<file path="src/rtl/ex_operand_stage.sv">
// Single-entry EX operand stage: holds one decoded instruction, resolves its
// operands through EX/MEM and MEM/WB forwarding, and stalls on load-use hazards.
module ex_operand_stage #(
  parameter int XLEN = 32
) (
  input  logic            clk,
  input  logic            rst_n,
  input  logic            in_valid,
  output logic            in_ready,
  input  logic [XLEN-1:0] in_pc,
  input  logic [XLEN-1:0] in_rs1_data,
  input  logic [XLEN-1:0] in_rs2_data,
  input  logic [XLEN-1:0] in_imm,
  input  logic [4:0]      in_rs1,
  input  logic [4:0]      in_rs2,
  input  logic [4:0]      in_rd,
  input  logic [3:0]      in_func,
  input  logic [6:0]      in_opcode,
  input  logic            in_alusrc,
  input  logic            in_regwrite,
  input  logic            in_memread,
  input  logic [4:0]      fwd1_rd,
  input  logic            fwd1_we,
  input  logic            fwd1_memread,
  input  logic [XLEN-1:0] fwd1_data,
  input  logic [4:0]      fwd2_rd,
  input  logic            fwd2_we,
  input  logic [XLEN-1:0] fwd2_data,
  input  logic            flush,
  output logic            out_valid,
  input  logic            out_ready,
  output logic [XLEN-1:0] out_A,
  output logic [XLEN-1:0] out_B,
  output logic [XLEN-1:0] out_store,
  output logic [3:0]      out_func,
  output logic [6:0]      out_opcode,
  output logic [4:0]      out_rd,
  output logic            out_regwrite,
  output logic            out_memread,
  output logic [XLEN-1:0] out_pc,
  output logic [7:0]      stall_count
);

  typedef enum logic [1:0] {
    EMPTY = 2'd0,
    FULL  = 2'd1,
    WAIT  = 2'd2
  } state_t;

  localparam logic [6:0] OPC_STORE = 7'b0100011;

  state_t          state_q, state_d, cur_state;
  logic [XLEN-1:0] pc_q, rs1_data_q, rs2_data_q, imm_q;
  logic [4:0]      rs1_q, rs2_q, rd_q;
  logic [3:0]      func_q;
  logic [6:0]      opcode_q;
  logic            alusrc_q, regwrite_q, memread_q;
  logic [7:0]      stall_q;

  logic            held, uses_rs2, hazard, capture;
  logic [XLEN-1:0] rs2_fwd;

  // Index 0 is hard-wired zero; a load in EX/MEM cannot forward yet, so it is skipped.
  function automatic logic [XLEN-1:0] resolve(
    input logic [4:0]      idx,
    input logic [XLEN-1:0] rf_val,
    input logic [4:0]      f1_rd,
    input logic            f1_we,
    input logic            f1_memread,
    input logic [XLEN-1:0] f1_data,
    input logic [4:0]      f2_rd,
    input logic            f2_we,
    input logic [XLEN-1:0] f2_data
  );
    if (idx == 5'd0)                             return '0;
    else if (f1_we && !f1_memread && f1_rd == idx) return f1_data;
    else if (f2_we && f2_rd == idx)                return f2_data;
    else                                           return rf_val;
  endfunction

  assign held     = (state_q != EMPTY);
  assign uses_rs2 = !alusrc_q || (opcode_q == OPC_STORE);
  assign hazard   = held && fwd1_we && fwd1_memread && (fwd1_rd != 5'd0) &&
                    ((fwd1_rd == rs1_q) || (uses_rs2 && (fwd1_rd == rs2_q)));

  // The FULL/WAIT split follows the live EX/MEM producer, so it is re-derived each cycle.
  always_comb begin
    // NOTE: every signal gets a default first so no path through the block infers a latch.
    cur_state = EMPTY;
    state_d   = EMPTY;
    if (held) cur_state = hazard ? WAIT : FULL;
    out_valid = (cur_state == FULL);
    in_ready  = (cur_state == EMPTY) || (out_valid && out_ready);
    capture   = in_valid && in_ready && !flush;
    state_d   = cur_state;
    if (flush)                       state_d = EMPTY;
    else if (capture)                state_d = FULL;
    else if (out_valid && out_ready) state_d = EMPTY;
  end

  always_ff @(posedge clk or negedge rst_n) begin
    // NOTE: held datapath fields are reset too, so every out_* reads 0 during reset.
    if (!rst_n) begin
      state_q    <= EMPTY;
      pc_q       <= '0;
      rs1_data_q <= '0;
      rs2_data_q <= '0;
      imm_q      <= '0;
      rs1_q      <= '0;
      rs2_q      <= '0;
      rd_q       <= '0;
      func_q     <= '0;
      opcode_q   <= '0;
      alusrc_q   <= 1'b0;
      regwrite_q <= 1'b0;
      memread_q  <= 1'b0;
    end else begin
      // NOTE: non-blocking assignments keep every register sampling pre-edge values.
      state_q <= state_d;
      if (capture) begin
        pc_q       <= in_pc;
        rs1_data_q <= in_rs1_data;
        rs2_data_q <= in_rs2_data;
        imm_q      <= in_imm;
        rs1_q      <= in_rs1;
        rs2_q      <= in_rs2;
        rd_q       <= in_rd;
        func_q     <= in_func;
        opcode_q   <= in_opcode;
        alusrc_q   <= in_alusrc;
        regwrite_q <= in_regwrite;
        memread_q  <= in_memread;
      end
    end
  end

  always_ff @(posedge clk or negedge rst_n) begin
    if (!rst_n)                                   stall_q <= 8'd0;
    else if (cur_state == WAIT && stall_q != 8'hFF) stall_q <= stall_q + 8'd1;
  end

  assign out_A = resolve(rs1_q, rs1_data_q, fwd1_rd, fwd1_we, fwd1_memread, fwd1_data,
                         fwd2_rd, fwd2_we, fwd2_data);
  assign rs2_fwd = resolve(rs2_q, rs2_data_q, fwd1_rd, fwd1_we, fwd1_memread, fwd1_data,
                           fwd2_rd, fwd2_we, fwd2_data);
  assign out_store    = rs2_fwd;
  assign out_B        = alusrc_q ? imm_q : rs2_fwd;
  assign out_func     = func_q;
  assign out_opcode   = opcode_q;
  assign out_rd       = rd_q;
  assign out_pc       = pc_q;
  assign out_regwrite = held && regwrite_q;
  assign out_memread  = held && memread_q;
  assign stall_count  = stall_q;

endmodule

</file>
<file path="config.mk">
export PLATFORM = sky130hd
export DESIGN_NAME = ex_operand_stage
export DESIGN_NICKNAME = d
export VERILOG_FILES = /design/src/rtl/ex_operand_stage.sv
export SDC_FILE = /design/constraint.sdc
export NUM_CORES = 1
export LEC_CHECK = 0
export CORE_UTILIZATION = 50
export CTS_CLUSTER_DIAMETER = 30
export DETAILED_ROUTE_END_ITERATION = 16
export GPL_TIMING_DRIVEN = 0
export HOLD_SLACK_MARGIN = 0.06
export PLACE_DENSITY = 0.87
export SKIP_CTS_REPAIR_TIMING = 1
export SLEW_MARGIN = 20
export SYNTH_ARGS = -nofsm -noshare
export SYNTH_HDL_FRONTEND = slang
export SYNTH_SLANG_ARGS = --single-unit
export TNS_END_PERCENT = 1
</file>
<file path="constraint.sdc">
create_clock -name clk -period 7.75 [get_ports clk]
set_input_delay 1.55 -clock clk [delete_from_list [all_inputs] [get_ports clk]]
set_output_delay 1.55 -clock clk [all_outputs]
set_load 0.005 [all_outputs]
</file>
==> flow_metrics.py <==
metrics = {
    "run_status": {
        "outcome": "finished clean",
    },
    "synth": {
        "syn_nets": 1609,
        "synth_flop_cell": "dfrtp_1",
        "synth_mux_area_frac": 0.0300,
        "syn_avg_cell_area_um2": 8.33,
        "synth-simple-area-share": 0.180,
        "yosysUniqueCellTypes": 37,
        "async_flop_share": 1.00,
        "synth_edf_count": 0,
        "netlist_area_um2": 11400,
        "synthAdderAreaFrac": 0.00110,
        "synth_compound_area_frac": 0.333,
        "synth_top_family_by_area": "compound AO/OA/AOI/OAI gates",
        "yosys_warnings": 0,
        "syn_inst": 1369,
        "synth_xor_area_frac": 0.0200,
        "seq_area_frac_synth": 0.366,
        "ys_ff_latch": 167,
    },
    "placed_design": {
        "hpwl_mm": 40.6,
        "dp_slack_ps": 1290,
        "place_inst": 2045,
        "gp_congestion": 0.994,
        "port_buffers": 394,
    },
    "timing": {
        "rsz0062_at_grt": "no",
        "relSlewSlack": 0.387,
        "setup_ws_ps": 1120,
        "setup_viol_count_final": 0,
        "skew_ps": 13.8,
        "final_hold_viol_count": 0,
        "slew_viol_final": 0,
        "max_freq_mhz": 151,
        "period_needed_ps": 6630,
        "tightest_slew_ps": 915,
        "tns_ps": 0,
        "min_period_over_period": 0.855,
        "whs_ps": 510,
    },
    "power": {
        "ir_worst_vdd_v": 0.000157,
        "p_leak_nw": 6.09,
        "power-per-cell-area_nw_per_um2": 202,
        "p_total_mw": 3.30,
    },
    "global_routing": {
        "overflow": 0,
        "grt_pass1_wl_mm": 82.3,
        "track_usage": 0.459,
        "antenna_found_initial": 7,
        "grt_pass1_vias": 13800,
        "grt_max_degree": 73,
    },
    "clock_tree": {
        "cts.sinks": 167,
        "htreeDepth": 4,
        "path_clk_slew_ps": 70,
        "root_buffer": "clkbuf_16",
        "cts_tree": "built",
        "cts_buffers": 17,
        "cts_max_path_buffers": 2,
        "clock_latency_ps": 460,
    },
    "die": {
        "ios": 395,
        "rows": 54,
        "fp.dieW_um": 153,
        "core_um2": 22100,
        "die_y_um": 153,
        "dieArea_um2": 23400,
        "initial_core_util": 0.516,
    },
    "min_path": {
        "min_path_type": "flip-flop to flip-flop",
        "hold_start": "stall_count[5]",
        "min_path_cells": 1,
        "min_to": "stall_count[5]",
    },
    "setup_path": {
        "r2r_cells": 8,
        "crit_path_end_kind": "output pin",
        "path_cells": "clkdlybuf4s50_1, xor2_1, nor3_1, and3_1, clkbuf_1, buf_1, a211oi_1, o31ai_1, clkdlybuf4s50_1",
        "cp.required_ps": 6200,
        "worstSetupStartpointType": "primary input",
        "cpMostUsedCell": "clkdlybuf4s50_1",
        "r2r_start": "state_q[1]",
        "r2r_end": "out_opcode[0]",
        "slowest_stage": "clkdlybuf4s50_1",
        "worstPathMaxFanout": 10,
        "critPathKind": "primary input to output pin",
        "regToRegSetupSlack_ps": 4410,
        "crit_arrival_ps": 5080,
        "cpPeakStageDelay_ps": 600,
    },
    "layout": {
        "fillers": 1659,
        "final_common_cell": "clkdlybuf4s50_1",
        "final_cell_mix": "clkdlybuf4s50_1, nand2_1, dfrtp_1",
        "syn_to_final_growth_pct": 43.2,
        "nNetsFinal": 2024,
        "drive_gt1_frac": 0.0323,
        "final_cells": 2084,
    },
    "route": {
        "wl_per_cell_um": 26.1,
        "drt-total-wl_mm": 54.5,
        "detail_route.iter0.violations": 2146,
        "drt_first_pass_iters": 6,
        "ant_nets": 0,
        "vias": 14500,
        "viasPerCell": 6.93,
        "drc": 0,
    },
    "flow_run": {
        "drv_cap": 0,
    },
}
## stage by stage
step                      utilization  area, um2
after floorplan                     -      11400
after global placement          0.711      15700
after detailed placement        0.714      15800
after CTS                       0.739      16300
after global routing            0.739      16300
final                           0.739      16300
## state kept, by name, indices dropped and copies added (netlist names), 2 cells and up
signal	count
state_q	2
stall_count	8
out_func	4
out_pc	32
out_opcode	7
rs1_data_q	32
out_rd	5
rs1_q	5
rs2_data_q	32
imm_q	32
rs2_q	5
## metal layers
layer | track usage | vias to the layer above | part of all wire
li1 | - | 6093 | -
met1 | 0.569 | 6884 | 0.36
met2 | 0.708 | 1225 | 0.44
met3 | 0.125 | 248 | 0.12
met4 | 0.294 | 0 | 0.069
met5 | 0 | - | 0
## layout make-up
class                      instances  area [um2]  area share
clock buffer                      19         433      0.0265
sequential                       167        4180       0.256
clock inverter                    12         121     0.00743
tap                              280         350      0.0214
antenna                            8        20.0     0.00123
timing repair buffer             396        4000       0.245
multi-input combinational       1002        6430       0.394
buffer                           164         664      0.0407
inverter                          36         135     0.00827
## critical path, delay by kind of cell
kind / cells / cell delay [ps]
buffers and inverters: 4 / 1910
XOR/XNOR: 1 / 200
AND/OR/NAND/NOR: 2 / 790
AO/OA/AOI/OAI: 2 / 620
## Yosys cell counts, types with 15 or more instances
master,instances,area (um2)
nand2_1,197,739
dfrtp_1,167,4180
clkbuf_1,139,522
nand4_1,87,544
a22oi_1,85,638
o211ai_1,85,638
a21oi_1,73,365
nor2_1,73,274
a22o_1,72,631
a311o_1,72,721
a211oi_1,68,510
nor3_1,67,335
inv_1,36,135
mux2i_1,32,320
o31ai_1,32,240
xor2_1,19,166
buf_2,15,75.1
## report_power, final
group | internal, mW | switching, mW
Sequential | 1.02 | 0.179
Clock | 0.446 | 0.407
Combinational | 0.690 | 0.559
Total | 2.15 | 1.15
## logic make-up after synthesis
family / Yosys count
compound gates: 493
xor+xnor: 26
fa+ha+maj: 1
buf+inv: 200
flops: 167
mux: 34
simple gates: 448
## worst max-delay path by stage
| stage | start | end | slack, ps | depth (start not counted) |
|---|---|---|---|---|
| after floorplan | fwd1_rd[1] | in_ready | 3010 | 7 |
| after global placement | rst_n | rs1_data_q[2] | -2030 | 1 |
| after detailed placement | fwd1_rd[1] | out_B[19] | 1290 | 9 |
| after CTS | fwd1_rd[1] | out_B[19] | 1280 | 9 |
| after global routing | fwd1_rd[1] | out_B[19] | 1050 | 9 |
| final | fwd1_rd[1] | out_B[15] | 1120 | 9 |
Note: power is estimated with default switching activity, not from simulation.
